`src/rtl/vga_ctrl.sv`:
```
// ---------------------------------------------------------------------------
// vga_ctrl : 640x480@60 Hz VGA timing controller (25 MHz pixel clock).
//
// Generates scan coordinates for a pixel source and takes that source's pixel
// PIX_LAT cycles later. It drives blanked 4:4:4 RGB together with HS/VS. All
// pin outputs are aligned to each other, PIX_LAT+1 cycles after x_pos/y_pos.
//
// Ports
//   vga_clk     in   pixel clock, rising edge
//   vga_rst     in   synchronous active-high reset
//   pixel_data  in   [11:8] blue, [7:4] green, [3:0] red
//   x_pos       out  horizontal counter (registered)
//   y_pos       out  vertical counter (registered)
//   frame_start out  high while counters read (0,0)
//   video_on    out  active-region flag, aligned with RGB
//   hs, vs      out  active-low syncs, aligned with RGB
//   vga_r/g/b   out  colour, zero outside the active region
// ---------------------------------------------------------------------------
module vga_ctrl #(
    parameter int unsigned H_ACTIVE = 640,
    parameter int unsigned H_FP     = 16,
    parameter int unsigned H_SYNC   = 96,
    parameter int unsigned H_BP     = 48,
    parameter int unsigned V_ACTIVE = 480,
    parameter int unsigned V_FP     = 10,
    parameter int unsigned V_SYNC   = 2,
    parameter int unsigned V_BP     = 33,
    parameter int unsigned PIX_LAT  = 1     // legal range 1..4
) (
    input  logic        vga_clk,
    input  logic        vga_rst,
    input  logic [11:0] pixel_data,
    output logic [9:0]  x_pos,
    output logic [9:0]  y_pos,
    output logic        frame_start,
    output logic        video_on,
    output logic        hs,
    output logic        vs,
    output logic [3:0]  vga_r,
    output logic [3:0]  vga_g,
    output logic [3:0]  vga_b
);

    localparam logic [9:0] H_LAST   = 10'(H_ACTIVE + H_FP + H_SYNC + H_BP - 1);
    localparam logic [9:0] V_LAST   = 10'(V_ACTIVE + V_FP + V_SYNC + V_BP - 1);
    localparam logic [9:0] H_ACT    = 10'(H_ACTIVE);
    localparam logic [9:0] V_ACT    = 10'(V_ACTIVE);
    localparam logic [9:0] HS_FIRST = 10'(H_ACTIVE + H_FP);
    localparam logic [9:0] HS_LAST  = 10'(H_ACTIVE + H_FP + H_SYNC - 1);
    localparam logic [9:0] VS_FIRST = 10'(V_ACTIVE + V_FP);
    localparam logic [9:0] VS_LAST  = 10'(V_ACTIVE + V_FP + V_SYNC - 1);

    logic               run_q, run_d;
    logic [9:0]         h_q, h_d;
    logic [9:0]         v_q, v_d;
    logic               frame_start_q, frame_start_d;
    logic               act0, hs0, vs0;
    logic               h_wrap;
    logic [PIX_LAT-1:0] act_sr_q, act_sr_d;
    logic [PIX_LAT-1:0] hs_sr_q, hs_sr_d;
    logic [PIX_LAT-1:0] vs_sr_q, vs_sr_d;
    logic               video_on_q, video_on_d;
    logic               hs_q, hs_d;
    logic               vs_q, vs_d;
    logic [3:0]         r_q, r_d;
    logic [3:0]         g_q, g_d;
    logic [3:0]         b_q, b_d;

    // The (0,0) seen while reset is held is not a real scan position: run_q
    // holds the counters at (0,0) for one more edge, so the first real cycle
    // after release is (0,0) with frame_start. That held cycle also feeds
    // blanking, not pixel (0,0), into the alignment pipeline.
    always_comb begin
        h_wrap = (h_q == H_LAST);
        run_d  = 1'b1;
        if (!run_q) begin
            h_d = '0;
            v_d = '0;
        end else begin
            h_d = h_wrap ? '0 : h_q + 10'd1;
            if (h_wrap) begin
                v_d = (v_q == V_LAST) ? '0 : v_q + 10'd1;
            end else begin
                v_d = v_q;
            end
        end
        frame_start_d = (h_d == '0) && (v_d == '0);

        act0 = run_q && (h_q < H_ACT) && (v_q < V_ACT);
        hs0  = !(run_q && (h_q >= HS_FIRST) && (h_q <= HS_LAST));
        vs0  = !(run_q && (v_q >= VS_FIRST) && (v_q <= VS_LAST));

        act_sr_d[0] = act0;
        hs_sr_d[0]  = hs0;
        vs_sr_d[0]  = vs0;
        for (int unsigned i = 1; i < PIX_LAT; i++) begin
            act_sr_d[i] = act_sr_q[i-1];
            hs_sr_d[i]  = hs_sr_q[i-1];
            vs_sr_d[i]  = vs_sr_q[i-1];
        end

        video_on_d = act_sr_q[PIX_LAT-1];
        hs_d       = hs_sr_q[PIX_LAT-1];
        vs_d       = vs_sr_q[PIX_LAT-1];
        r_d        = video_on_d ? pixel_data[3:0]  : '0;
        g_d        = video_on_d ? pixel_data[7:4]  : '0;
        b_d        = video_on_d ? pixel_data[11:8] : '0;
    end

    always_ff @(posedge vga_clk) begin
        if (vga_rst) begin
            run_q         <= 1'b0;
            h_q           <= '0;
            v_q           <= '0;
            frame_start_q <= 1'b0;
            act_sr_q      <= '0;
            hs_sr_q       <= '1;
            vs_sr_q       <= '1;
            video_on_q    <= 1'b0;
            hs_q          <= 1'b1;
            vs_q          <= 1'b1;
            r_q           <= '0;
            g_q           <= '0;
            b_q           <= '0;
        end else begin
            run_q         <= run_d;
            h_q           <= h_d;
            v_q           <= v_d;
            frame_start_q <= frame_start_d;
            act_sr_q      <= act_sr_d;
            hs_sr_q       <= hs_sr_d;
            vs_sr_q       <= vs_sr_d;
            video_on_q    <= video_on_d;
            hs_q          <= hs_d;
            vs_q          <= vs_d;
            r_q           <= r_d;
            g_q           <= g_d;
            b_q           <= b_d;
        end
    end

    assign x_pos       = h_q;
    assign y_pos       = v_q;
    assign frame_start = frame_start_q;
    assign video_on    = video_on_q;
    assign hs          = hs_q;
    assign vs          = vs_q;
    assign vga_r       = r_q;
    assign vga_g       = g_q;
    assign vga_b       = b_q;

endmodule

```
`config.mk`:
```
export PLATFORM = sky130hd
export DESIGN_NAME = vga_ctrl
export DESIGN_NICKNAME = d
export VERILOG_FILES = /design/src/rtl/vga_ctrl.sv
export SDC_FILE = /design/constraint.sdc
export NUM_CORES = 1
export LEC_CHECK = 0
export CORE_MARGIN = 3
export CORE_UTILIZATION = 47
export CTS_CLUSTER_SIZE = 30
export DETAILED_ROUTE_END_ITERATION = 12
export MAX_ROUTING_LAYER = met4
export PLACE_DENSITY_LB_ADDON = 0.3
export RECOVER_POWER = 25
export SLEW_MARGIN = 20
export SYNTH_ARGS = -nofsm -noshare
export SYNTH_HDL_FRONTEND = slang
export SYNTH_SLANG_ARGS = --single-unit
```
`constraint.sdc`:
```
create_clock -name vga_clk -period 2.95 [get_ports vga_clk]
set_input_delay 0.59 -clock vga_clk [delete_from_list [all_inputs] [get_ports vga_clk]]
set_output_delay 0.59 -clock vga_clk [all_outputs]
set_load 0.005 [all_outputs]
```
==> results of run 1 <==
## cell usage in the layout (no fill, tap or decap), types with 2 or more instances in the layout
cell and count:
nor3_1 5, a41o_1 2, xnor2_1 6, and3_1 2
nand4_1 5, o21ai_0 7, ha_1 5, or3_1 3
and2_1 4, nand3_1 10, or4_1 3, and2_0 8
nor2_1 19, dfxtp_1 40, and3_2 2, inv_1 7
clkdlybuf4s50_1 48, clkbuf_8 5, and4_1 3, a31oi_1 3
or2_2 2, nor4_1 3, xor2_1 11, a21oi_1 9
nand2_1 15
## power breakdown
part	switching (mW)	leakage [nW]	total, mW	internal, mW
Clock	0.197	0.0541	0.448	0.250
Combinational	0.0184	0.475	0.0512	0.0328
Sequential	0.00439	0.325	0.553	0.548
Total	0.220	0.854	1.05	0.831
## worst reg2reg max path, stage by stage (launching register included)
cell	delay [ns]
dfxtp_1	0.37
or4_1	0.51
or4_1	0.59
a21oi_1	0.20
a31oi_1	0.06
a2111o_1	0.44
nor4_1	0.26
## final cells by class
cell class                      count  area share
Clock buffer                        5      0.0292
Clock inverter                      3      0.0181
Inverter                            7      0.0112
Multi-Input combinational cell    139       0.368
Sequential cell                    40       0.340
Tap cell                           46      0.0245
Timing Repair Buffer               49       0.208
## worst max path at each step
stage | to | slack, ns | cells after the start
2_1_floorplan | frame_start$_SDFF_PP0_ | 0.64 | 7
3_3_place_gp | frame_start$_SDFF_PP0_ | 0.55 | 6
3_5_place_dp | frame_start$_SDFF_PP0_ | 0.52 | 6
4_1_cts | frame_start$_SDFF_PP0_ | 0.47 | 6
5_1_grt | frame_start$_SDFF_PP0_ | 0.31 | 6
6_report | frame_start$_SDFF_PP0_ | 0.46 | 6
## kinds of logic after synthesis
group,after synthesis
buffers and inverters,18
adders and majority gates,5
AOI/OAI and AO/OA,26
xor gates and xnor gates,17
and+or+nand+nor,91
DFF,40
## sequential cells by signal, indices dropped and copies added (netlist names)
| name | cells |
|---|---|
| vga_b | 4 |
| x_pos | 10 |
| y_pos | 10 |
| run_q | 1 |
| frame_start | 1 |
| hs_d | 1 |
| act_sr_q | 1 |
| vs_d | 1 |
| hs | 1 |
| vga_r | 4 |
| vs | 1 |
| vga_g | 4 |
| video_on | 1 |
## routing by layer
layer | track usage | up-vias | routed length [um] | part of all wire
met2 | 0.279 | 57 | 1790 | 0.46
met1 | 0.243 | 712 | 1720 | 0.44
li1 | - | 767 | - | -
met5 | - | - | 0 | 0
met3 | 0.0616 | 6 | 331 | 0.085
met4 | 0.0835 | 0 | 65 | 0.017
## through the flow
step	hold WS [ns]	setup slack [ns]	area, um2
detailed placement	0.393	0.519	2240
global placement	0.395	0.549	2240
floorplan	0.389	0.636	1760
finish	0.409	0.457	2350
global route	0.438	0.308	2350
CTS	0.410	0.473	2350
==> run_results.csv, run 1 <==
group,metric,value,unit
yosys,yosys_warnings,0,
yosys,synthTopCellsByCount,"40 x dfxtp_1, 19 x nor2_1, 15 x nand2_1",
pwr,vdd_drop_max,0.000199,V
yosys,synth_edf_count,0,
clocking,cts_buffer_depth,2,
placed_design,place_congestion,0.899,
placed_design,port_buffers,49,
worst_hold_path,holdPathStages,1,
yosys,synth_mux_area_frac,0,
detailed_routing,wl_per_cell,13.5,um
clocking,postCtsSetupBuffers,0,
global_route,grt_pass1_wl,6.26,mm
detailed_routing,dr.pass1.iters,5,
timing,fmax,401,MHz
floorplanning,core,3470,um2
yosys,yosysUniqueCellTypes,39,
worst_hold_path,hold-path-endpoint,"vs$_SDFF_PP1_",
clocking,holdBufCountCts,0,
detailed_routing,ant_nets,0,
finish,fill_cells,303,
worst_setup_path,critical-path-max-stage-delay,0.59,ns
pwr,power,1.05,mW
worst_setup_path,worstPathCellList,"or4_1 -> or4_1 -> a21oi_1 -> a31oi_1 -> a2111o_1 -> nor4_1",
clocking,clk_pin_slew,0.08,ns
timing,tightest_slew,0.620,ns
worst_setup_path,required,3.16,ns
floorplanning,die_w,67.3,um
placed_design,dp.cells,281,
floorplanning,start_util,0.509,
yosys,post-synth-top-count-cell,"dfxtp_1",
timing,slew_violations,0,
timing,min_period,2.49,ns
detailed_routing,viasPerCell,5.34,
finish,multi_input_area,867,um2
detailed_routing,drt_iter0_markers,80,
yosys,syn_area_per_cell,8.96,um2
yosys,ys_dominant_reg_cell,"dfxtp_1",
yosys,synthAdderAreaFrac,0.0355,
timing,slew_headroom,0.586,
clocking,cts_resized,0,
detailed_routing,drt_wl_total,3.91,mm
timing,rsz0062_at_grt,"false",
worst_setup_path,critPathSlowestCell,"or4_1",
timing,period_share,0.845,
worst_hold_path,min_from,"vs_d$_SDFF_PP1_",
worst_setup_path,r2r_cells,6,
yosys,synth_nets,216,
yosys,netlist_instances,197,
yosys,synth.top_cells.by_area,"dfxtp_1 45%, xor2_1 5.5%, and2_1 4.3%",
floorplanning,io_pins,50,
yosys,synth_area,1760,um2
global_route,grt_start_max_net_pins,14,
yosys,yosysTopAreaCell,"dfxtp_1",
outcome,status,"finished, final reports clean",
timing,finClkSkew,0.00987,ns
pwr,p_per_area,447,nW/um2
clocking,h-tree-depth,2,
yosys,yosys.area_share.simple,0.279,
worst_setup_path,crit_path_start_kind,"flop",
clocking,cts-root-buf,"clkbuf_8",
finish,area_growth,33.4,%
detailed_routing,via_count,1542,
clocking,clk_latency,0.30,ns
global_route,grtUsageTotal,0.191,
finish,drive_above_1_share,0.0617,
finish,nNetsFinal,261,
global_route,grt_remaining_overflow,0,
yosys,synth_top_area_share,0.454,
worst_setup_path,path_common_cell,"or4_1",
global_route,grt_pass1_vias,1319,
clocking,cts_tree,"built",
worst_setup_path,end_kind,"flop",
timing,setup_violations,0,
worst_setup_path,path_class,"flop to flop",
yosys,yosysSeqAreaShare,0.454,
pwr,power.leakage,0.854,nW
worst_setup_path,worstPathArrival,2.70,ns
finish,register_area,801,um2
job,maxCapViolCount,0,
worst_setup_path,r2r_end,"frame_start$_SDFF_PP0_",
floorplanning,die_h,67.3,um
detailed_routing,drc,0,
yosys,synth_compound_area_frac,0.0929,
worst_setup_path,crit_path_start,"y_pos[4]$_SDFF_PP0_",
yosys,synth_top_family_by_area,"simple AND/OR/NAND/NOR gates",
floorplanning,dieArea,4520,um2
finish,utilization,0.679,
yosys,synthXorXnorAreaFrac,0.0844,
finish,n_antenna_cell,0,
global_route,antenna_found_initial,0,
floorplanning,std_cell_rows,21,
placed_design,hpwlAfterDp,2.80,mm
clocking,cts_num_sinks,40,
timing,tns,0,ns
clocking,cts_buffers,5,
worst_setup_path,r2r-start,"y_pos[4]$_SDFF_PP0_",
yosys,synth-seq-cells,40,
yosys,synthArstFlopShare,0,
worst_setup_path,critPathMaxFanout,6,
finish,layoutNonFillerInstCount,289,
worst_setup_path,r2r_slack,0.46,ns
timing,hold_violations,0,
worst_setup_path,cp_top_family,"simple AND/OR/NAND/NOR gates",
worst_setup_path,path_buf_inv,0,
worst_hold_path,holdCritPathClass,"flop to flop",
Power figures use the tool's default switching activity.
==> inputs of run 2 (changes only) <==
- CORE_UTILIZATION: 47 -> 42
- clock period: 2.95 -> 2.2 ns (I/O delays scaled with it)
==> run 2 against run 1 <==
Compared with the run above:
- via count rose by 7.6%
- cell count grew 8.7%
- die area increased by 11%
- maximum frequency up 15%
- worst setup slack lost 0.43 ns
- flip-flop and latch count stayed put
- global-route usage down 1.8 points
- critical path depth unchanged
- critical path type unchanged
- largest cell class unchanged
==> run_results.csv, run 2 (synthesis results as in run 1) <==
group,metric,value,unit
worst_setup_path,worstPathArrival,2.37,ns
floorplanning,die_w,70.8,um
clocking,cts_num_sinks,40,
floorplanning,die_h,70.8,um
detailed_routing,drt_wl_total,4.16,mm
worst_setup_path,end_kind,"flop",
outcome,status,"finished, final reports clean",
finish,final_common_cell,"clkdlybuf4s50_1",
placed_design,port_buffers,49,
timing,setup_violations,0,
detailed_routing,via_count,1659,
worst_setup_path,critPathMaxFanout,3,
clocking,postCtsSetupBuffers,0,
detailed_routing,viasPerCell,5.28,
timing,slew_headroom,0.750,
timing,period_share,0.986,
finish,utilization,0.668,
clocking,clk_latency,0.29,ns
global_route,grtUsageTotal,0.173,
detailed_routing,ant_nets,0,
worst_hold_path,min_from,"vs_d$_SDFF_PP1_",
timing,hold_violations,0,
worst_setup_path,r2r_end,"frame_start$_SDFF_PP0_",
finish,postLayoutCellArea,2570,um2
floorplanning,std_cell_rows,22,
clocking,cts-root-buf,"clkbuf_8",
worst_setup_path,r2r_cells,6,
clocking,cts_buffer_depth,2,
floorplanning,io_pins,50,
worst_hold_path,hold-path-endpoint,"vs$_SDFF_PP1_",
job,maxCapViolCount,0,
clocking,holdBufCountCts,0,
detailed_routing,dr.pass1.iters,4,
finish,area_growth,46.0,%
timing,holdWs,0.424,ns
worst_setup_path,r2r_slack,0.03,ns
floorplanning,start_util,0.458,
global_route,grt_pass1_vias,1490,
finish,fill_cells,330,
pwr,power.leakage,0.992,nW
placed_design,hpwlAfterDp,3.11,mm
floorplanning,dieArea,5010,um2
placed_design,place_congestion,0.845,
worst_setup_path,required,2.40,ns
global_route,antenna_found_initial,0,
worst_hold_path,holdPathStages,1,
finish,n_antenna_cell,0,
global_route,grt_remaining_overflow,0,
finish,nNetsFinal,285,
detailed_routing,wl_per_cell,13.3,um
timing,rsz0062_at_grt,"true",
timing,finClkSkew,0.00421,ns
placed_design,placed_area,2430,um2
detailed_routing,drt_iter0_markers,80,
timing,min_period,2.17,ns
global_route,grt_pass1_wl,6.82,mm
worst_setup_path,r2r-start,"y_pos[8]$_SDFF_PP0_",
pwr,vdd_drop_max,0.000467,V
clocking,cts_buffers,5,
worst_setup_path,crit_path_start,"y_pos[8]$_SDFF_PP0_",
clocking,cts_tree,"built",
worst_setup_path,path_class,"flop to flop",
finish,drive_above_1_share,0.162,
timing,tightest_slew,0.374,ns
finish,mostFrequentLayoutCells,"48 x clkdlybuf4s50_1, 39 x dfxtp_1, 22 x buf_4",
clocking,h-tree-depth,2,
clocking,clk_pin_slew,0.07,ns
timing,slew_violations,0,
global_route,grt_start_max_net_pins,14,
timing,fmax,461,MHz
pwr,p_per_area,582,nW/um2
floorplanning,core,3850,um2
detailed_routing,drc,0,
worst_setup_path,crit_path_start_kind,"flop",
finish,register_area,802,um2
worst_hold_path,holdCritPathClass,"flop to flop",
finish,multi_input_area,895,um2
run 2: cell types whose count changed in the layout (fill, tap and decap cells not counted), moves of 2 or more:
cell / change
or4_1: -2
buf_4: +22
clkbuf_1: +2
a21oi_2: +2
and2_0: -4
a21oi_1: -2
or4_4: +2
and2_1: +4
run 2: layout make-up:
class                      instances  share of cell area
clock buffer                       5              0.0267
clock inverter                     2              0.0233
inverter                           7              0.0102
multi-input combinational        139               0.347
sequential                        40               0.311
tap                               48              0.0233
timing repair buffer              73               0.258
run 2: worst max-delay path by stage:
| stage | cells past startpoint | endpoint | slack, ns |
|---|---|---|---|
| after floorplan | 7 | frame_start$_SDFF_PP0_ | 0.008 |
| after global placement | 6 | frame_start$_SDFF_PP0_ | 0.03 |
| after detailed placement | 6 | y_pos[6]$_SDFF_PP0_ | -0.02 |
| after CTS | 6 | frame_start$_SDFF_PP0_ | 0.009 |
| after global routing | 6 | frame_start$_SDFF_PP0_ | -0.01 |
| final | 6 | frame_start$_SDFF_PP0_ | 0.03 |
run 2: critical path, cell delays in order (launching register included):
cell      delay [ns]
dfxtp_1         0.31
or4_4           0.51
or4_4           0.46
a21oi_2         0.15
a31oi_1         0.07
a2111o_1        0.42
nor4_1          0.17
run 2: repair_timing:
item / 4_1_cts / 5_1_grt
setup endpoints to repair: 8 / 8
gates resized for setup: 3 / 5
pin swaps: 0 / 1
hold endpoints to repair: 0 / 0
run 2: through the flow:
stage | worst slack, ns | std cells | power (mW) | setup TNS (ns)
3_3_place_gp | 0.0261 | 307 | 0.831 | 0
5_1_grt | -0.0134 | 314 | 1.56 | -0.0134
2_1_floorplan | 0.00764 | 197 | 0.779 | 0
3_5_place_dp | -0.0237 | 307 | 0.832 | -0.106
6_report | 0.0312 | 314 | 1.50 | 0
4_1_cts | 0.00928 | 314 | 1.52 | 0
run 2: routing by layer:
layer | global-route usage | vias to the layer above | wire, um
met1 | 0.225 | 752 | 1860
met4 | 0.0418 | 0 | 74
met3 | 0.0526 | 13 | 351
met2 | 0.266 | 77 | 1870
met5 | - | - | 0
li1 | - | 817 | -
run 2: power by group:
| group | total [mW] | internal (mW) | switching, mW |
|---|---|---|---|
| Sequential | 0.740 | 0.735 | 0.00447 |
| Clock | 0.685 | 0.446 | 0.238 |
| Combinational | 0.0755 | 0.0478 | 0.0277 |
==> inputs of run 3 (changes only) <==
- ABC_CLOCK_PERIOD_IN_PS: default -> 2200
==> results of run 3 <==
The final DEF is identical to that of run 2; final timing and power are the same.
